--- config.mk ---
export PLATFORM = sky130hd
export DESIGN_NAME = pc_conditioner
export DESIGN_NICKNAME = d
export VERILOG_FILES = /design/src/rtl/sbqm_pkg.sv /design/src/rtl/pc_channel.sv /design/src/rtl/pc_conditioner.sv
export SDC_FILE = /design/constraint.sdc
export NUM_CORES = 1
export LEC_CHECK = 0
export BUFFER_PORTS_ARGS = -buffer_cell sky130_fd_sc_hd__buf_2
export CORE_MARGIN = 3
export CORE_UTILIZATION = 40
export DETAILED_ROUTE_END_ITERATION = 10
export REMOVE_ABC_BUFFERS = 1
export SYNTH_ARGS = -nofsm -noshare
export SYNTH_HDL_FRONTEND = slang
export SYNTH_SLANG_ARGS = --single-unit
--- constraint.sdc ---
create_clock -name clk -period 2.1 [get_ports clk]
set_clock_uncertainty 0.05 [all_clocks]
set_input_delay 0.63 -clock clk [delete_from_list [all_inputs] [get_ports clk]]
set_output_delay 0.63 -clock clk [all_outputs]
set_load 0.02 [all_outputs]
--- src/rtl/sbqm_pkg.sv ---
// ============================================================================
// sbqm_pkg : shared encodings for the bank queue manager photocell front-end
// Rev 1.0  : initial release
// ============================================================================
`default_nettype none

package sbqm_pkg;

  typedef enum logic [2:0] {
    IDLE    = 3'd0,
    DEB_BLK = 3'd1,
    BLOCKED = 3'd2,
    DEB_CLR = 3'd3,
    STUCK   = 3'd4
  } ch_state_e;

  // Photocells are active-low: a broken beam reads 0.
  localparam logic PC_BLOCKED = 1'b0;
  localparam logic PC_CLEAR   = 1'b1;

endpackage

`default_nettype wire

--- src/rtl/pc_channel.sv ---
// ============================================================================
// pc_channel : one photocell channel - synchroniser, debouncer, stuck detector
// Rev 1.0    : initial release
// ============================================================================
`default_nettype none

module pc_channel
  import sbqm_pkg::*;
#(
  parameter int SYNC_STAGES  = 2,
  parameter int DEB_CYCLES   = 4,
  parameter int STUCK_CYCLES = 1000
) (
  input  logic clk,
  input  logic rst,
  input  logic pc_raw,
  output logic pc_clean,
  output logic pulse,
  output logic stuck
);

  localparam int              DW       = $clog2(DEB_CYCLES + 1);
  localparam int              SW       = $clog2(STUCK_CYCLES + 1);
  localparam logic [DW-1:0]   DEB_LAST = DW'(DEB_CYCLES - 1);
  localparam logic [SW-1:0]   STK_LAST = SW'(STUCK_CYCLES - 1);
  localparam logic [SW-1:0]   STK_MAX  = SW'(STUCK_CYCLES);
  localparam logic            DEB_ONE  = (DEB_CYCLES == 1);

  logic [SYNC_STAGES-1:0] r_sync;
  ch_state_e              r_state;
  logic [DW-1:0]          r_deb_cnt;
  logic [SW-1:0]          r_stuck_cnt;
  logic                   w_s;
  logic [SW-1:0]          w_stuck_inc;
  logic                   w_stuck_hit;

  assign w_s         = r_sync[SYNC_STAGES-1];
  assign w_stuck_inc = (r_stuck_cnt == STK_MAX) ? r_stuck_cnt : r_stuck_cnt + 1'b1;
  assign w_stuck_hit = (r_stuck_cnt >= STK_LAST);

  always_ff @(posedge clk) begin
    if (rst) begin
      r_sync      <= '1;
      r_state     <= IDLE;
      r_deb_cnt   <= '0;
      r_stuck_cnt <= '0;
      pc_clean    <= PC_CLEAR;
      pulse       <= 1'b0;
      stuck       <= 1'b0;
    end else begin
      r_sync <= {r_sync[SYNC_STAGES-2:0], pc_raw};
      pulse  <= 1'b0;
      case (r_state)
        IDLE: begin
          if (w_s == PC_BLOCKED) begin
            if (DEB_ONE) begin
              r_state     <= BLOCKED;
              pulse       <= 1'b1;
              pc_clean    <= PC_BLOCKED;
              r_stuck_cnt <= '0;
            end else begin
              r_state   <= DEB_BLK;
              r_deb_cnt <= DW'(1);
            end
          end
        end
        DEB_BLK: begin
          if (w_s == PC_CLEAR) begin
            r_state <= IDLE;
          end else if (r_deb_cnt == DEB_LAST) begin
            r_state     <= BLOCKED;
            pulse       <= 1'b1;
            pc_clean    <= PC_BLOCKED;
            r_stuck_cnt <= '0;
          end else begin
            r_deb_cnt <= r_deb_cnt + 1'b1;
          end
        end
        // A completed release outranks the stuck timeout on the same edge.
        BLOCKED: begin
          if (w_s == PC_CLEAR && DEB_ONE) begin
            r_state  <= IDLE;
            pc_clean <= PC_CLEAR;
          end else if (w_stuck_hit) begin
            r_state   <= STUCK;
            stuck     <= 1'b1;
            r_deb_cnt <= (w_s == PC_CLEAR) ? DW'(1) : '0;
          end else begin
            r_stuck_cnt <= w_stuck_inc;
            if (w_s == PC_CLEAR) begin
              r_state   <= DEB_CLR;
              r_deb_cnt <= DW'(1);
            end
          end
        end
        DEB_CLR: begin
          if (w_s == PC_CLEAR && r_deb_cnt == DEB_LAST) begin
            r_state  <= IDLE;
            pc_clean <= PC_CLEAR;
          end else if (w_stuck_hit) begin
            r_state   <= STUCK;
            stuck     <= 1'b1;
            r_deb_cnt <= (w_s == PC_CLEAR) ? r_deb_cnt + 1'b1 : '0;
          end else begin
            r_stuck_cnt <= w_stuck_inc;
            if (w_s == PC_BLOCKED) begin
              r_state <= BLOCKED;
            end else begin
              r_deb_cnt <= r_deb_cnt + 1'b1;
            end
          end
        end
        STUCK: begin
          if (w_s == PC_CLEAR) begin
            if (r_deb_cnt == DEB_LAST) begin
              r_state  <= IDLE;
              stuck    <= 1'b0;
              pc_clean <= PC_CLEAR;
            end else begin
              r_deb_cnt <= r_deb_cnt + 1'b1;
            end
          end else begin
            r_deb_cnt <= '0;
          end
        end
        default: r_state <= IDLE;
      endcase
    end
  end

endmodule

`default_nettype wire

--- src/rtl/pc_conditioner.sv ---
// ============================================================================
// pc_conditioner : front/back photocell conditioning for the queue counter
// Rev 1.0        : initial release
// ============================================================================
`default_nettype none

module pc_conditioner #(
  parameter int SYNC_STAGES  = 2,
  parameter int DEB_CYCLES   = 4,
  parameter int STUCK_CYCLES = 1000
) (
  input  logic clk,
  input  logic rst,
  input  logic frontPC,
  input  logic backPC,
  output logic front_clean,
  output logic back_clean,
  output logic down,
  output logic up,
  output logic front_stuck,
  output logic back_stuck
);

  pc_channel #(
    .SYNC_STAGES (SYNC_STAGES),
    .DEB_CYCLES  (DEB_CYCLES),
    .STUCK_CYCLES(STUCK_CYCLES)
  ) u_front (
    .clk     (clk),
    .rst     (rst),
    .pc_raw  (frontPC),
    .pc_clean(front_clean),
    .pulse   (down),
    .stuck   (front_stuck)
  );

  pc_channel #(
    .SYNC_STAGES (SYNC_STAGES),
    .DEB_CYCLES  (DEB_CYCLES),
    .STUCK_CYCLES(STUCK_CYCLES)
  ) u_back (
    .clk     (clk),
    .rst     (rst),
    .pc_raw  (backPC),
    .pc_clean(back_clean),
    .pulse   (up),
    .stuck   (back_stuck)
  );

endmodule

`default_nettype wire
==> results.md <==
Setup path:
- The startpoint class of the critical path is a flip-flop.
- The path type of the worst setup path is flip-flop to flip-flop.
- The critical path buffer and inverter count is 0.
- The slowest stage of the critical path is the or4_1 cell.
- For the worst setup path, the data required time is 2.28 ns.
- Of all nets on the critical path, the largest fanout is 5.
- The maximum single-stage delay on the critical path is 0.48 ns.
- The setup check on the worst reg-to-reg path leaves a slack of 0.09 ns.
- The worst register-to-register path has a depth of 7.
- Data on the critical path arrives at its endpoint at 2.19 ns.
- The start point of the critical path is u_back.r_deb_cnt[0]$_SDFFE_PP0P_.
- Walking the worst path, the cells encountered are ha_2, ha_4, nand4bb_1, o211ai_1, nand4_2, or4_1, a21oi_1.
- On the critical path the largest part of the delay comes from simple AND/OR/NAND/NOR gates.
- The kind of end point of the critical path is a flip-flop.
- The worst flop-to-flop path startpoint is u_back.r_deb_cnt[0]$_SDFFE_PP0P_.
- The end of the worst register-to-register path is u_back.r_stuck_cnt[7]$_SDFFE_PP0P_.

Flow run:
- The number of max-capacitance violations reported is 0.

Finish:
- The number of inserted diodes is 0.
- The final layout contains 348 nets.
- The layout has 557 filler cells.
- The area of the multi-input gates is 0.00148 mm^2.
- From synthesis to final layout, the design area changed by 16.0%.
- The share of cells above drive strength 1 is 0.186.
- The sequential cell area in the final layout is 842 um^2.
- Once layout is complete, the cells apart from fillers number 406.

Hold path:
- Counting instances, the worst hold path has a depth of 1.
- The classification of the worst-slack hold path is flip-flop to flip-flop.
- The worst min-delay path startpoint is u_back.r_sync[0]$_SDFF_PP1_.
- The path with the worst hold slack has its endpoint at u_back.r_sync[1]$_SDFF_PP1_.

Clocking:
- The clock-pin slew on the worst setup and hold paths is 0.08 ns.
- The tree is rooted in a clkbuf_8.
- In this run the deepest clock path goes through 2 buffers.
- Clock latency on the worst-skew pair, taken at its later pin, is 0.30 ns.
- The clock buffer count from CTS is 5.
- The H-tree depth is 2.
- The clock drives 42 sinks.
- The CTS tree is done.

Pwr:
- The worst-case vdd ir drop is 353 uV.
- For this design the static power due to leakage is 1.11 nW.
- The overall power after layout is 1.60 mW.
- In this run the power density over the cells is 565 mW/mm^2.

STA:
- Setup repair after global routing could not meet its margin everywhere.
- The max-slew violation count is 0.
- The smallest setup slack after layout is 0.0922 ns.
- The minimum period implied by the final worst setup slack is 2.01 ns.
- The fmax is 498 MHz.
- The number of failing hold endpoints at the final stage came to 0.
- The worst max-slew margin expressed relative to the limit is 0.738.
- The transition time of the tightest slew-check pin is 0.393 ns.
- Of the available clock period, the critical path in the final layout requires 0.956.
- Setup violations remaining at the end of the flow were counted as 0.

Logic synthesis:
- Of the post-synthesis cell area, the dominant cell type holds 0.344.
- The average size of a mapped cell is 7.91 um^2.
- Counting flops and latches in the post-synthesis netlist gives 42.
- The number of warnings printed during yosys synthesis is 0.
- The synthesized netlist contains 59 unique library cells.
- The share of the yosys chip area belonging to registers is 0.344.
- The number of enable flip-flop cells after synthesis is 0.
- By count the netlist is led by 42 x dfxtp_1, 36 x nor2_1, 24 x nand2_1.
- The synthesized design spends more area on one cell type than any other, namely dfxtp_1.
- Synthesis handed over a netlist of 309 instances.
- The most common cell in the synthesized netlist is dfxtp_1.
- After synthesis the cells add up to 0.00244 mm^2.
- The share of synthesized flip-flops with an asynchronous set or reset is 0.
- Among all flip-flop cells after synthesis, the most frequent one is dfxtp_1.
- After synthesis, the cell types taking the most area are dfxtp_1 34%, nor2_1 5.5%, ha_1 5.1%.

Global route:
- Across every metal layer, demand over resource in global routing totals 0.154.
- The number of antenna violations at the first check in global routing is 0.
- The total congestion overflow after global routing is 0.
- Entering global routing, the biggest net connects 23 pins.
- The first global-routing pass estimated 9.12 mm of wire.
- The number of global-route vias before repair is 2013.

Floorplan:
- The area of the core is 0.00571 mm^2.
- In this run the core area contains 27 standard-cell rows.
- Measured along the y axis, the die boundary spans 84.2 um.
- The effective utilization at floorplan is 0.428.
- For this design the top-level I/O count stands at 10.
- The die is 84.2 um wide.
- The area of the die is 0.00708 mm^2.

Placed design:
- The total placed cells including tap cells is 397.
- The count of input and output buffers is 9.
- Routability-driven placement finished with a final weighted congestion of 0.814.
- Before CTS, the worst setup slack after placement is 0.00720 ns.
- The wire-length estimate of the detail-placed layout is 3.76 mm.

Drt:
- The post-detailed-route wirelength per cell is 13.1 um.
- After detailed routing, the total wire length is 5.34 mm.
- The detailed router finished its first iteration with 76 violations.
- The pre-antenna-repair detailed-routing pass consisted of 4 iterations.
- The via total after detailed routing is 2222.
- The DRC violation count after routing is 0.
- In this run the remaining antenna-violating nets after routing total 0.
- Using the TritonRoute via totals, the vias-per-cell ratio works out to 5.47.

Outcome:
- The run finished with clean final reports.
[how the worst max path moves through the flow]
stage | endpoint | slack [ns] | cells past startpoint
final | u_back.r_stuck_cnt[7]$_SDFFE_PP0P_ | 0.09 | 7
after global routing | u_back.r_stuck_cnt[7]$_SDFFE_PP0P_ | -0.03 | 7
after CTS | u_back.r_stuck_cnt[7]$_SDFFE_PP0P_ | 0.03 | 7
after detailed placement | u_back.r_stuck_cnt[3]$_SDFFE_PP0P_ | 0.007 | 7
after global placement | u_back.r_stuck_cnt[7]$_SDFFE_PP0P_ | 0.04 | 7
after floorplan | u_back.r_stuck_cnt[3]$_SDFFE_PP0P_ | -0.25 | 7
[worst reg2reg max path: cells and delay by family (launching register included)]
family                   cells  cell delay (ns)
AO/OA/AOI/OAI                2             0.42
AND/OR/NAND/NOR              3             0.75
adder cells (fa/ha/maj)      2             0.38
flip-flops                   1             0.35
[flip-flops by register name, summed over array words and instances (netlist names)]
| name | cells |
|---|---|
| u_front.r_state | 3 |
| u_back.r_deb_cnt | 3 |
| u_back.pc_clean | 1 |
| u_front.pulse | 1 |
| u_front.r_deb_cnt | 3 |
| u_back.pulse | 1 |
| u_back.r_state | 3 |
| u_back.stuck | 1 |
| u_back.r_sync | 2 |
| u_front.r_sync | 2 |
| u_front.r_stuck_cnt | 10 |
| u_front.pc_clean | 1 |
| u_front.stuck | 1 |
| u_back.r_stuck_cnt | 10 |
[cells by family (layout without fill, tap and decap cells)]
group | Yosys count | in the layout | share of synthesized area
and+or+nand+nor | 133 | 133 | 0.282
xor gates and xnor gates | 14 | 14 | 0.0502
buffers and inverters | 36 | 61 | 0.0594
muxes | 4 | 4 | 0.0174
adders and majority gates | 10 | 10 | 0.0512
AOI/OAI and AO/OA | 70 | 70 | 0.196
DFF | 42 | 42 | 0.344
[layout by cell type, fill, tap and decap left out, drive strengths merged, types with 6 or more instances in the layout]
cell,instances
dfxtp,42
or2,6
nor3,7
nand2,24
a21oi,19
inv,19
xor2,11
nand3,18
nand2b,8
nor2,36
o21ai,15
ha,10
clkbuf,6
buf,34
nand4,10
[through the flow]
stage	area, um^2	hold slack [ns]	utilization	TNS (ns)
final	2830	0.362	0.496	0
after global routing	2830	0.382	0.496	-0.0290
after CTS	2800	0.364	0.490	0
after detailed placement	2680	0.343	0.470	0
after global placement	2680	0.341	0.470	0
after floorplan	2370	0.339	-	-0.450
[final cells by class]
cell class              count  share of cell area
inverters                  20              0.0265
clock inverters             1              0.0106
flip-flops and latches     42               0.297
well taps                  72              0.0318
multi-input cells         231               0.523
repair buffers             34              0.0821
clock buffers               6              0.0291
[power breakdown]
group	internal, mW	total, mW	switching, mW
Clock	0.381	0.668	0.287
Sequential	0.808	0.820	0.0121
Combinational	0.0469	0.113	0.0663
Total	1.24	1.60	0.365
[repair_timing]
item	CTS	global route
gates resized for setup	1	6
pin swaps	0	4
endpoints found under the hold margin	0	0
setup endpoints to repair	2	7
setup buffers	0	2
hold buffers	0	0
[metal layers]
metal	vias up	routed length [um]	track usage
li1	1146	-	-
met1	1033	2640	0.201
met2	35	2490	0.253
met3	8	145	0.0314
met4	0	53	0.0526
met5	-	0	0
Power figures use the tool's default switching activity.
